## config.mk

```make
export PLATFORM = sky130hd
export DESIGN_NAME = vp_ctrl
export DESIGN_NICKNAME = d
export VERILOG_FILES = /design/src/rtl/vp_ctrl.sv
export SDC_FILE = /design/constraint.sdc
export NUM_CORES = 1
export LEC_CHECK = 0
export BUFFER_PORTS_ARGS = -buffer_cell sky130_fd_sc_hd__buf_4
export CAP_MARGIN = 20
export CORE_MARGIN = 2
export CORE_UTILIZATION = 61
export CTS_CLUSTER_SIZE = 25
export DETAILED_ROUTE_END_ITERATION = 8
export GPL_ROUTABILITY_DRIVEN = 0
export PLACE_DENSITY_LB_ADDON = 0.25
export RECOVER_POWER = 50
export SYNTH_ARGS = -nofsm -noshare
export SYNTH_HDL_FRONTEND = slang
export SYNTH_SLANG_ARGS = --single-unit
```

## constraint.sdc

```tcl
create_clock -name clk -period 9.6 [get_ports clk]
set_input_delay 1.92 -clock clk [delete_from_list [all_inputs] [get_ports clk]]
set_output_delay 1.92 -clock clk [all_outputs]
set_load 0.05 [all_outputs]
```

## src/rtl/vp_ctrl.sv

```systemverilog
// Frame-synchronous controller for the vp pipeline: pixel coordinates, geometry
// measurement, lock detection and frame-boundary application of staged config.
module vp_ctrl #(
  parameter int unsigned H_BITS      = 11,
  parameter int unsigned V_BITS      = 11,
  parameter int unsigned LOCK_FRAMES = 2
) (
  input  logic              clk,
  input  logic              rst,
  input  logic              de_in,
  input  logic              h_sync_in,
  input  logic              v_sync_in,
  input  logic              cfg_we,
  input  logic [1:0]        cfg_mode,
  input  logic [7:0]        cfg_thresh,
  output logic              cfg_busy,
  output logic [1:0]        mode,
  output logic [7:0]        thresh,
  output logic              pix_de,
  output logic [H_BITS-1:0] x_pos,
  output logic [V_BITS-1:0] y_pos,
  output logic              frame_start,
  output logic [H_BITS-1:0] frame_width,
  output logic [V_BITS-1:0] frame_height,
  output logic              locked
);

  typedef enum logic [1:0] {
    ST_SEARCH,
    ST_MEASURE,
    ST_LOCKING,
    ST_LOCKED
  } lock_state_e;

  lock_state_e       state_q, state_d;
  logic              vs_q, de_q;
  logic [H_BITS-1:0] col_q, col_d;
  logic [V_BITS-1:0] line_q, line_d;
  logic              pix_de_q, pix_de_d;
  logic [H_BITS-1:0] x_q, x_d;
  logic [V_BITS-1:0] y_q, y_d;
  logic              fs_q, fs_d;
  logic [H_BITS-1:0] fw_q, fw_d;
  logic [V_BITS-1:0] fh_q, fh_d;
  logic [1:0]        sh_mode_q, sh_mode_d;
  logic [7:0]        sh_thresh_q, sh_thresh_d;
  logic              busy_q, busy_d;
  logic [1:0]        mode_q, mode_d;
  logic [7:0]        thresh_q, thresh_d;
  logic [H_BITS-1:0] ref_w_q, ref_w_d;
  logic [V_BITS-1:0] ref_h_q, ref_h_d;
  logic [3:0]        match_q, match_d;

  logic vs_rise, de_fall, geo_match;
  logic unused_hsync;

  assign unused_hsync = h_sync_in;

  always_comb begin
    vs_rise   = v_sync_in & ~vs_q;
    de_fall   = ~de_in & de_q;
    geo_match = (fw_q == ref_w_q) && (line_q == ref_h_q);

    col_d = col_q;
    if (de_in) begin
      col_d = (col_q == '1) ? col_q : col_q + H_BITS'(1);
    end else if (de_fall) begin
      col_d = '0;
    end

    line_d = line_q;
    if (vs_rise) begin
      line_d = '0;
    end else if (de_fall && (line_q != '1)) begin
      line_d = line_q + V_BITS'(1);
    end

    pix_de_d = de_in;
    x_d      = de_in ? col_q  : x_q;
    y_d      = de_in ? line_q : y_q;
    fs_d     = vs_rise;
    fw_d     = de_fall ? col_q  : fw_q;
    fh_d     = vs_rise ? line_q : fh_q;

    // Apply happens before capture so a write on the VS-rise cycle stays pending.
    sh_mode_d   = sh_mode_q;
    sh_thresh_d = sh_thresh_q;
    busy_d      = busy_q;
    mode_d      = mode_q;
    thresh_d    = thresh_q;
    if (vs_rise && busy_q) begin
      mode_d   = sh_mode_q;
      thresh_d = sh_thresh_q;
      busy_d   = 1'b0;
    end
    if (cfg_we) begin
      sh_mode_d   = cfg_mode;
      sh_thresh_d = cfg_thresh;
      busy_d      = 1'b1;
    end

    state_d = state_q;
    ref_w_d = ref_w_q;
    ref_h_d = ref_h_q;
    match_d = match_q;
    if (vs_rise) begin
      case (state_q)
        ST_SEARCH: state_d = ST_MEASURE;
        ST_MEASURE: begin
          ref_w_d = fw_q;
          ref_h_d = line_q;
          match_d = '0;
          state_d = ST_LOCKING;
        end
        ST_LOCKING: begin
          if (geo_match) begin
            match_d = match_q + 4'd1;
            if (match_d == 4'(LOCK_FRAMES)) state_d = ST_LOCKED;
          end else begin
            ref_w_d = fw_q;
            ref_h_d = line_q;
            match_d = '0;
          end
        end
        ST_LOCKED: begin
          if (!geo_match) begin
            ref_w_d = fw_q;
            ref_h_d = line_q;
            match_d = '0;
            state_d = ST_LOCKING;
          end
        end
        default: state_d = ST_SEARCH;
      endcase
    end
  end

  always_ff @(posedge clk or posedge rst) begin
    if (rst) begin
      state_q     <= ST_SEARCH;
      vs_q        <= 1'b0;
      de_q        <= 1'b0;
      col_q       <= '0;
      line_q      <= '0;
      pix_de_q    <= 1'b0;
      x_q         <= '0;
      y_q         <= '0;
      fs_q        <= 1'b0;
      fw_q        <= '0;
      fh_q        <= '0;
      sh_mode_q   <= '0;
      sh_thresh_q <= '0;
      busy_q      <= 1'b0;
      mode_q      <= '0;
      thresh_q    <= '0;
      ref_w_q     <= '0;
      ref_h_q     <= '0;
      match_q     <= '0;
    end else begin
      state_q     <= state_d;
      vs_q        <= v_sync_in;
      de_q        <= de_in;
      col_q       <= col_d;
      line_q      <= line_d;
      pix_de_q    <= pix_de_d;
      x_q         <= x_d;
      y_q         <= y_d;
      fs_q        <= fs_d;
      fw_q        <= fw_d;
      fh_q        <= fh_d;
      sh_mode_q   <= sh_mode_d;
      sh_thresh_q <= sh_thresh_d;
      busy_q      <= busy_d;
      mode_q      <= mode_d;
      thresh_q    <= thresh_d;
      ref_w_q     <= ref_w_d;
      ref_h_q     <= ref_h_d;
      match_q     <= match_d;
    end
  end

  assign cfg_busy     = busy_q;
  assign mode         = mode_q;
  assign thresh       = thresh_q;
  assign pix_de       = pix_de_q;
  assign x_pos        = x_q;
  assign y_pos        = y_q;
  assign frame_start  = fs_q;
  assign frame_width  = fw_q;
  assign frame_height = fh_q;
  assign locked       = (state_q == ST_LOCKED);

endmodule
```

# After elaboration in Yosys (flattened, before gate mapping)
# Cells that the tools add are included.
# totals
reg_bits	118
latch_bits	0
romBits	0
elab_cells	70
input_bits	16
n_memories	0
mem_bits_rw	0
# classes
n_shift	0
magnitude_cmp	0
addsub	3
reduce_logical	14
multipliers	0
bitwise	4
mux	18
n_eq_ne	13
n_div	0
# ops
operator	n
two-way mux 11 bit	7
case mux 11 bit (2 select lines)	2
adder 11 x 1 -> 11 bit, second input constant	2
equality test 11 bit	2
case mux 4 bit (3 select lines)	1
equality test 11 bit, second input constant	1
inequality test 11 bit, second input constant	1
inequality test 2 bit, second input constant	5
two-way mux 4 bit	2
case mux 2 bit (4 select lines)	1
nonzero test 2 bit	4
two-way mux 2 bit	3
AND reduction 3 bit	2
adder 4 x 1 -> 4 bit, second input constant	1
equality test 2 bit, second input constant	2
equality test 4 x 2 -> 1 bit, second input constant	1
AND reduction 4 bit	1
logical AND 1 bit	3
nonzero test 3 bit	1
bitwise AND 1 bit	2
equality test 2 x 1 -> 1 bit, second input constant	1
logical NOT 2 bit	1
two-way mux 1 bit	2
inverter 1 bit	2
2 further kinds	2

# Logic depth before layout (Yosys ltp)
# Gate-level depths: netlist of the first run.
# depth
depth_word	5
depth_mapped	7
depth_no_buf	6

# Worst setup path before layout of the first run
# OpenSTA, ideal clock, no wires.
# synth_timing
kind	register to output
start	reg state_q[0]
end	out locked
t_arrival_ps	1342
slack_ps	6338
path_stages_with_launch	4
path_cell_list	dfrtp_1 clkbuf_1 inv_1 nor2_1
# synth_between
elab_chain_len	1
# synth_lines
element	line	text
start: declaration	35	lock_state_e state_q, state_d;
start signal: assignment	160	state_q <= state_d;
equality test 2 bit	191	assign locked = (state_q == ST_LOCKED);
end: declaration	25	output logic locked
# No other way between the ends.

==> results of run 1 <==
## cell usage after synthesis, types with 9 or more instances
library cell,number
nand4_1,14
xnor2_1,28
mux2_2,45
dfrtp_1,118
nor2_1,15
inv_1,10
o21ai_0,12
nand2_1,77
nor3_1,9
nand3_1,10
clkbuf_1,12
mux2_4,20
## cells by family (layout without fill, tap and decap cells)
family                     after synthesis  count (layout)
and+or+nand+nor                        143             143
buffers and inverters                   34             119
xor gates and xnor gates                33              33
muxes                                   67              67
adders and majority gates                4               4
DFF                                    118             118
AOI/OAI and AO/OA                       34              34
## power by group through the flow
| stage | clock network [uW] | logic, uW | registers, uW |
|---|---|---|---|
| finish | 638 | 323 | 600 |
| global route | 669 | 344 | 608 |
| CTS | 647 | 317 | 600 |
| detailed placement | 0 | 310 | 606 |
| global placement | 0 | 299 | 603 |
| floorplan | 0 | 153 | 682 |
## layer usage
| metal | vias to the layer above | share of wire, % |
|---|---|---|
| li1 | 1640 | - |
| met1 | 1802 | 42 |
| met2 | 98 | 52 |
| met3 | 17 | 4.3 |
| met4 | 0 | 1.8 |
| met5 | - | 0 |
## per-stage QoR
stage | setup slack (ns) | total power [uW] | instances
2_1_floorplan | 4.55 | 835 | 433
5_1_grt | 4.54 | 1620 | 623
6_report | 5.15 | 1560 | 623
4_1_cts | 6.15 | 1560 | 620
3_3_place_gp | 5.77 | 902 | 588
3_5_place_dp | 5.73 | 916 | 588
## state kept, by name (all words and copies together) (netlist names)
register,cells
cfg_busy,1
ref_w_q,11
ref_h_q,11
sh_thresh_q,8
frame_start,1
line_q,11
frame_height,11
mode,2
col_q,11
sh_mode_q,2
vs_q,1
y_pos,11
thresh,8
pix_de,1
x_pos,11
state_q,2
match_q,4
frame_width,11
## worst paths after layout
| kind | endpoint | slack (ns) |
|---|---|---|
| hold / removal | frame_height[2] | 0.49 |
| setup reg to reg | thresh[1] | 6.60 |
| setup / recovery | frame_width[1] | 5.15 |
| min in group asynchronous | y_pos[1] | 1.72 |
| max in group clk | thresh[1] | 5.42 |
| hold reg to reg | frame_height[2] | 0.49 |
## final cells by class
type	instances	share of cell area (%)
inverters	10	0.610
flip-flops and latches	118	46.4
clock buffers	18	6.73
well taps	105	2.07
multi-input cells	281	32.4
repair buffers	77	9.01
clock inverters	14	2.75
## critical path, cell delays in order
cell	delay, ns
clkbuf_4	0.11
clkinvlp_2	0.81
clkbuf_1	1.71
==> impl_metrics.csv, run 1 <==
group,metric,value,unit
grt,grt_use_met2,42.8,%
sta,setup_viol,0,
sta,hold_violations,0,
grt,track_usage,26.2,%
yosys,yosys_warnings,0,
placement,dp_hpwl,6770,um
yosys,synth_edf_count,0,
cts,clock_path_buffers,2,
die,pin_count,74,
power,swShare,31.2,%
routing,drt-total-wl,11200,um
cts,clk_latency,0.51,ns
power,switchingPower,487,uW
cts,cts_resized,0,
power,p_leak,0.00313,uW
cts,post_cts.repair.setup_buffers,0,
yosys,synth-simple-area-share,12.9,%
grt,grt_pass1_wl,18100,um
yosys,synth_top_family_by_area,"multiplexers",
cells_and_area,fill_cells,510,
die,rows,33,
grt,globalRouteMet3Util,6.26,%
grt,top_usage_layer,"met2",
critical_path,crit_path_max_fanout,43,
sta,fmax,0.224,GHz
cells_and_area,final_common_cell,"dfrtp_1",
power,clkPwrFrac,40.9,%
sta,hold_ws,0.486,ns
yosys,synthesis.instances,433,
power,combPwrFrac,20.7,%
grt,grt-ovfl-total,0,
critical_path,startpoint,"rst",
yosys,ys_seq_area_share,56.9,%
power,ir_worst_vdd,0.163,mV
die,die_area,9260,um2
critical_path,path_class,"input pin to async pin",
yosys,synth_fp_nets,453,
worst_hold_path,min-delay-start,"frame_height[2]",
cells_and_area,areaGrowthSynthToFinish,22.5,%
yosys,ys_ff_latch,118,
grt,antenna_found_initial,0,
critical_path,cp.required,9.73,ns
power,p_per_area,245,nW/um2
sta,min_period,4.45,ns
routing,dr.pass1.iters,4,
yosys,synth_xor_area_share,5.57,%
critical_path,rr_startpoint,"vs_q",
cells_and_area,drive_gt1_share,33.6,%
sta,slew_headroom,-53.7,%
yosys,synth_area_leader_cell,"dfrtp_1",
sta,clock_skew,0.0167,ns
yosys,synthAdderAreaFrac,0.964,%
yosys,synthMuxAreaShare,15.9,%
yosys,synth_top_area_share,56.9,%
power,p_int,1070,uW
grt,grt_max_degree,87,
job,cap_violations,1,
sta,rsz0062_at_grt,"false",
yosys,ys.flop_type,"dfrtp_1",
yosys,syn_area_per_cell,12.0,um2
routing,ant_nets,0,
routing,drc,0,
critical_path,r2r_cells,5,
cts,htreeDepth,4,
cells_and_area,final_area,6360,um2
die,start_util,63.2,%
sta,finalSetupTns,0,ns
yosys,synth_area_leaders,"dfrtp_1, mux2_2, mux2_4",
placement,port_buffers,72,
cells_and_area,regArea,2950,um2
run_status,failed_checks,"capacitance limit, slew limit",
run_status,outcome,"finished with violations",
placement,post_dp_cell_area,5740,um2
cts,cts_sinks,118,
routing,wl_per_cell,17.9,um
sta,fin_crit_sh,46.4,%
routing,first_iter_violations,181,
cells_and_area,most-common-layout-cells,"dfrtp_1, nand2_1, buf_4",
grt,grt_pass1_vias,3685,
worst_hold_path,hp-class,"flip-flop to flip-flop",
die,core_region_area,8220,um2
critical_path,cp-start-kind,"input pin",
die,die_w,96.2,um
cts,cts-root-buf,"clkbuf_8",
cells_and_area,multiInputGateArea,2060,um2
power,seqPwrFrac,38.5,%
cts,numCtsBuffers,17,
grt,met1_usage,34.1,%
cells_and_area,postLayoutCoreUtil,77.4,%
die,die_h,96.2,um
routing,dr_total_vias,3557,
cells_and_area,n_antenna_cell,0,
worst_hold_path,min_delay_path_depth,2,
sta,tightest_slew,2.30,ns
sta,timing.final.max_slew_violations,43,
yosys,syn_area,5190,um2
cells_and_area,fin_nets,525,
critical_path,cp.arrival,4.59,ns
routing,viasPerCell,5.71,
critical_path,end_kind,"async pin",
cts,cts_tree,"built",
cts,path_clk_slew,0.06,ns
yosys,synth_compound_area_share,4.36,%
yosys,async_flop_share,100,%
yosys,ys_types,40,
cts,cts_hold_repair.buffers,0,
Power figures use the tool's default switching activity.
==> run 2: changes to the inputs <==
- ABC_AREA: default -> 1
- CORE_UTILIZATION: 61 -> 57
- clock period: 9.6 -> 4.6 ns (I/O delays scaled with it)
==> impl_metrics.csv, run 2 <==
group,metric,value,unit
run_status,outcome,"finished with violations",
run_status,failed_checks,"capacitance limit, slew limit",
routing,first_iter_violations,322,
cells_and_area,n_antenna_cell,0,
power,p_leak,0.00313,uW
cells_and_area,most-common-layout-cells,"nand2_1, dfrtp_1, o21ai_0",
yosys,async_flop_share,100,%
grt,globalRouteMet3Util,6.41,%
sta,timing.final.max_slew_violations,104,
cts,clk_latency,0.51,ns
cells_and_area,postLayoutCoreUtil,70.3,%
cells_and_area,fin_nets,699,
sta,fmax,0.332,GHz
cts,cts-root-buf,"clkbuf_8",
critical_path,critPathMostFrequentCell,"inv_1",
die,die_w,100,um
sta,rsz0062_at_grt,"false",
yosys,syn_area,5300,um2
routing,viasPerCell,5.20,
yosys,synth_edf_count,0,
cells_and_area,final_common_cell,"nand2_1",
yosys,synthTopCellsByCount,"nand2_1, dfrtp_1, o21ai_0",
sta,fin_crit_sh,65.5,%
placement,dp_cells,771,
routing,drt-total-wl,11400,um
yosys,ys_ff_latch,118,
worst_hold_path,min_delay_path_depth,2,
routing,ant_nets,0,
yosys,synth_fp_nets,625,
cts,htreeDepth,4,
sta,slew_headroom,-60.4,%
die,rows,35,
cts,cts_sinks,118,
cells_and_area,drive_gt1_share,21.8,%
cells_and_area,areaGrowthSynthToFinish,20.9,%
critical_path,r2r_slack,1.76,ns
yosys,syn_area_per_cell,8.75,um2
grt,grt-ovfl-total,0,
yosys,yosys_warnings,0,
yosys,post-synth-top-count-cell,"nand2_1",
grt,grt_max_degree,57,
power,power,3050,uW
power,p_per_area,476,nW/um2
die,die_h,100,um
critical_path,rr_startpoint,"vs_q",
critical_path,worstPathCellList,"clkbuf_4 -> inv_1 -> nor2_1 -> inv_1 -> a21oi_1 -> nand2_4 -> nand2_1 -> o21ai_0",
yosys,synth_area_leaders,"dfrtp_1, nand2_1, o21ai_0",
worst_hold_path,min-delay-start,"frame_height[4]",
worst_hold_path,hp-class,"flip-flop to flip-flop",
grt,top_usage_layer,"met2",
sta,clock_skew,0.00948,ns
cts,numCtsBuffers,17,
critical_path,path_class,"input pin to flip-flop",
sta,setup_viol,0,
routing,dr_total_vias,4174,
cts,cts_tree,"built",
yosys,synth_top_area_share,55.8,%
yosys,ys_types,33,
power,ir_worst_vdd,0.312,mV
cts,cts_resized,0,
critical_path,r2r_cells,6,
worst_hold_path,hold_end,"frame_height[4]",
cts,path_clk_slew,0.06,ns
die,start_util,58.1,%
critical_path,end_kind,"flip-flop",
critical_path,cp.arrival,3.37,ns
routing,wl_per_cell,14.1,um
die,core_region_area,9110,um2
yosys,ys.flop_type,"dfrtp_1",
critical_path,cp-start-kind,"input pin",
cells_and_area,stdcell_count,803,
yosys,synthesis.instances,605,
sta,hold_violations,0,
critical_path,cp.required,4.96,ns
sta,tightest_slew,2.39,ns
cts,post_cts.repair.setup_buffers,0,
critical_path,slowest_delay,0.58,ns
routing,dr.pass1.iters,5,
grt,grt_pass1_vias,3997,
cts,cts_hold_repair.buffers,0,
die,die_area,10100,um2
job,cap_violations,2,
yosys,synth_area_leader_cell,"dfrtp_1",
sta,min_period,3.01,ns
routing,drc,0,
grt,antenna_found_initial,0,
grt,track_usage,24.2,%
sta,finalSetupTns,0,ns
cts,clock_path_buffers,2,
grt,grt_use_met2,37.4,%
grt,grt_pass1_wl,19100,um
grt,met1_usage,34.3,%
placement,port_buffers,72,
yosys,ys_seq_area_share,55.8,%
critical_path,reg2reg_to,"ref_h_q[10]",
critical_path,slowest_stage,"inv_1",
die,pin_count,74,
critical_path,crit_path_max_fanout,42,
placement,dp_hpwl,7590,um
==> run 2: cell families after synthesis <==
| group | Yosys count | share of synthesized area, % |
|---|---|---|
| and+or+nand+nor | 259 | 21.2 |
| xor gates and xnor gates | 12 | 1.98 |
| adders and majority gates | 4 | 0.945 |
| DFF | 118 | 55.8 |
| AOI/OAI and AO/OA | 112 | 12.2 |
| buffers and inverters | 100 | 7.87 |
==> run 2: critical path, delay by kind of cell <==
family	cells	cell delay, ns
compound gates	2	0.66
buf+inv	3	0.72
simple gates	3	1.04
==> run 2: worst max-delay path by stage <==
stage / to / slack (ns) / start / cells past startpoint
floorplan: cfg_busy / 0.55 / rst / 1
global placement: line_q[2] / 1.82 / de_in / 7
detailed placement: line_q[2] / 1.72 / de_in / 7
CTS: line_q[0] / 2.25 / de_in / 7
global route: ref_h_q[10] / 1.35 / v_sync_in / 7
finish: ref_h_q[10] / 1.59 / v_sync_in / 8
==> run 2: cell type report <==
type	instances	area, um2
timing repair buffer	75	552
multi-input combinational	387	1920
clock inverter	15	124
fill	696	2710
clock buffer	17	414
inverter	80	303
tap	111	139
sequential	118	2950
==> run 2: where the power goes <==
| part | switching (uW) | internal [uW] |
|---|---|---|
| clock | 514 | 673 |
| sequential | 84.5 | 1140 |
| combinational | 446 | 191 |
==> run 2: stage by stage <==
| step | area, um2 | worst slack, ns | hold slack (ns) |
|---|---|---|---|
| 2_1_floorplan | 5300 | 0.551 | 0.459 |
| 3_3_place_gp | 5880 | 1.82 | 0.469 |
| 3_5_place_dp | 5880 | 1.72 | 0.475 |
| 4_1_cts | 6420 | 2.25 | 0.490 |
| 5_1_grt | 6400 | 1.35 | 0.508 |
| 6_report | 6400 | 1.59 | 0.484 |
==> run 2: per-layer routing <==
metal | part of all wire [%] | wire length (um)
met5 | 0 | 0
met4 | 0.63 | 72
met1 | 45 | 5140
met2 | 48 | 5470
met3 | 5.9 | 666
==> run 3: changes to the inputs <==
- clock period: 4.6 -> 2.8 ns (I/O delays scaled with it)
==> impl_metrics.csv, run 3 (synthesis results as in run 2) <==
group,metric,value,unit
run_status,outcome,"finished with violations",
run_status,failed_checks,"capacitance limit, slew limit",
critical_path,path_class,"flip-flop to flip-flop",
sta,setup_viol,0,
cts,post_cts.repair.setup_buffers,0,
routing,first_iter_violations,319,
routing,viasPerCell,5.22,
power,p_int,3470,uW
power,ir_worst_vdd,0.549,mV
routing,wl_per_cell,14.2,um
power,p_per_area,802,nW/um2
cells_and_area,most-common-layout-cells,"nand2_1, dfrtp_1, o21ai_0",
power,seqPwrFrac,38.8,%
power,p_leak,0.00317,uW
critical_path,cp.required,3.18,ns
die,start_util,58.1,%
cts,clock_path_buffers,2,
cts,clk_latency,0.51,ns
sta,min_period,2.19,ns
critical_path,r2r_cells,6,
power,combPwrFrac,20.4,%
grt,grt_use_met2,37.5,%
cts,cts_hold_repair.buffers,0,
grt,grt-ovfl-total,0,
sta,slew_headroom,-3.89,%
grt,globalRouteMet3Util,8.01,%
sta,hold_violations,0,
sta,tightest_slew,1.56,ns
critical_path,cp-start-kind,"flip-flop",
cts,cts_tree,"built",
die,die_area,10100,um2
routing,drt-total-wl,11400,um
sta,finalSetupTns,0,ns
sta,fin_crit_sh,78.1,%
placement,dp_hpwl,7560,um
power,swShare,33.1,%
grt,antenna_found_initial,0,
routing,dr_total_vias,4211,
grt,top_usage_layer,"met2",
grt,grt_pass1_wl,19300,um
cells_and_area,fin_nets,702,
cells_and_area,drive_gt1_share,22.3,%
cts,path_clk_slew,0.06,ns
sta,clock_skew,0.00963,ns
critical_path,r2r_slack,0.61,ns
worst_hold_path,min-delay-start,"v_sync_in",
power,switchingPower,1710,uW
sta,rsz0062_at_grt,"false",
sta,fmax,0.458,GHz
cts,cts_resized,0,
worst_hold_path,min_delay_path_depth,1,
critical_path,end_kind,"flip-flop",
critical_path,crit_path_max_fanout,42,
cts,htreeDepth,4,
cts,cts_sinks,118,
routing,dr.pass1.iters,5,
placement,port_buffers,72,
die,die_w,100,um
routing,drc,0,
critical_path,reg2reg_to,"ref_h_q[5]",
routing,ant_nets,0,
power,clkPwrFrac,40.8,%
cells_and_area,postLayoutCoreUtil,71.0,%
worst_hold_path,hold_end,"vs_q",
cts,cts-root-buf,"clkbuf_8",
die,die_h,100,um
critical_path,rr_startpoint,"vs_q",
cells_and_area,n_antenna_cell,0,
sta,timing.final.max_slew_violations,47,
die,rows,35,
cts,numCtsBuffers,17,
grt,grt_pass1_vias,4178,
die,core_region_area,9110,um2
grt,track_usage,24.6,%
cells_and_area,final_common_cell,"nand2_1",
job,cap_violations,1,
cells_and_area,areaGrowthSynthToFinish,22.1,%
grt,met1_usage,32.5,%
worst_hold_path,hp-class,"input pin to flip-flop",
critical_path,cp.arrival,2.57,ns
die,pin_count,74,
grt,grt_max_degree,60,
[run 3: cell count changes in the layout (fill, tap and decap cells not counted), moves of 2 or more]
cell,delta
bufinv_16,+2
buf_4,+2
clkbuf_2,+2
clkinv_4,-2
[run 3: metrics by stage]
stage | worst slack (ns) | cell area, um2 | total power, uW | hold WS, ns | instances
floorplan | 0.799 | 5300 | 2820 | 0.459 | 605
global placement | 0.693 | 5910 | 3050 | 0.469 | 774
detailed placement | 0.624 | 5910 | 3090 | 0.474 | 774
CTS | 0.646 | 6490 | 5210 | 0.153 | 806
global route | 0.473 | 6460 | 5420 | 0.161 | 806
finish | 0.615 | 6460 | 5190 | 0.184 | 806
[run 3: metal layers]
metal | part of all wire (%) | vias to the layer above
met3 | 5.8 | 20
li1 | - | 2075
met1 | 45 | 1996
met5 | 0 | -
met4 | 2.2 | 0
met2 | 47 | 120
[run 3: layout make-up]
type	instances	area [um2]
sequential	118	2950
fill	665	2650
multi-input combinational	387	1920
timing repair buffer	78	569
clock buffer	17	414
inverter	80	303
clock inverter	15	168
tap	111	139
[run 3: power by group through the flow]
| stage | sequential [uW] | combinational (uW) | clock, uW |
|---|---|---|---|
| floorplan | 2270 | 548 | 0 |
| global placement | 2030 | 1020 | 0 |
| detailed placement | 2030 | 1060 | 0 |
| CTS | 2010 | 1070 | 2130 |
| global route | 2030 | 1150 | 2230 |
| finish | 2010 | 1060 | 2110 |
[run 3: how the worst max path moves through the flow]
| stage | startpoint | end | slack [ns] |
|---|---|---|---|
| 6_report | vs_q | ref_h_q[5] | 0.61 |
| 3_3_place_gp | v_sync_in | ref_h_q[1] | 0.69 |
| 3_5_place_dp | v_sync_in | ref_h_q[10] | 0.62 |
| 4_1_cts | line_q[0] | ref_h_q[5] | 0.65 |
| 5_1_grt | vs_q | ref_h_q[10] | 0.47 |
| 2_1_floorplan | rst | cfg_busy | 0.80 |
[run 3: critical path, cell delays in order, from the launching register on]
cell and delay [ns]:
dfrtp_1 0.36, nor2_1 0.50, inv_2 0.07, a21oi_1 0.38, nand2_4 0.43, nand2_1 0.24
o21ai_2 0.07
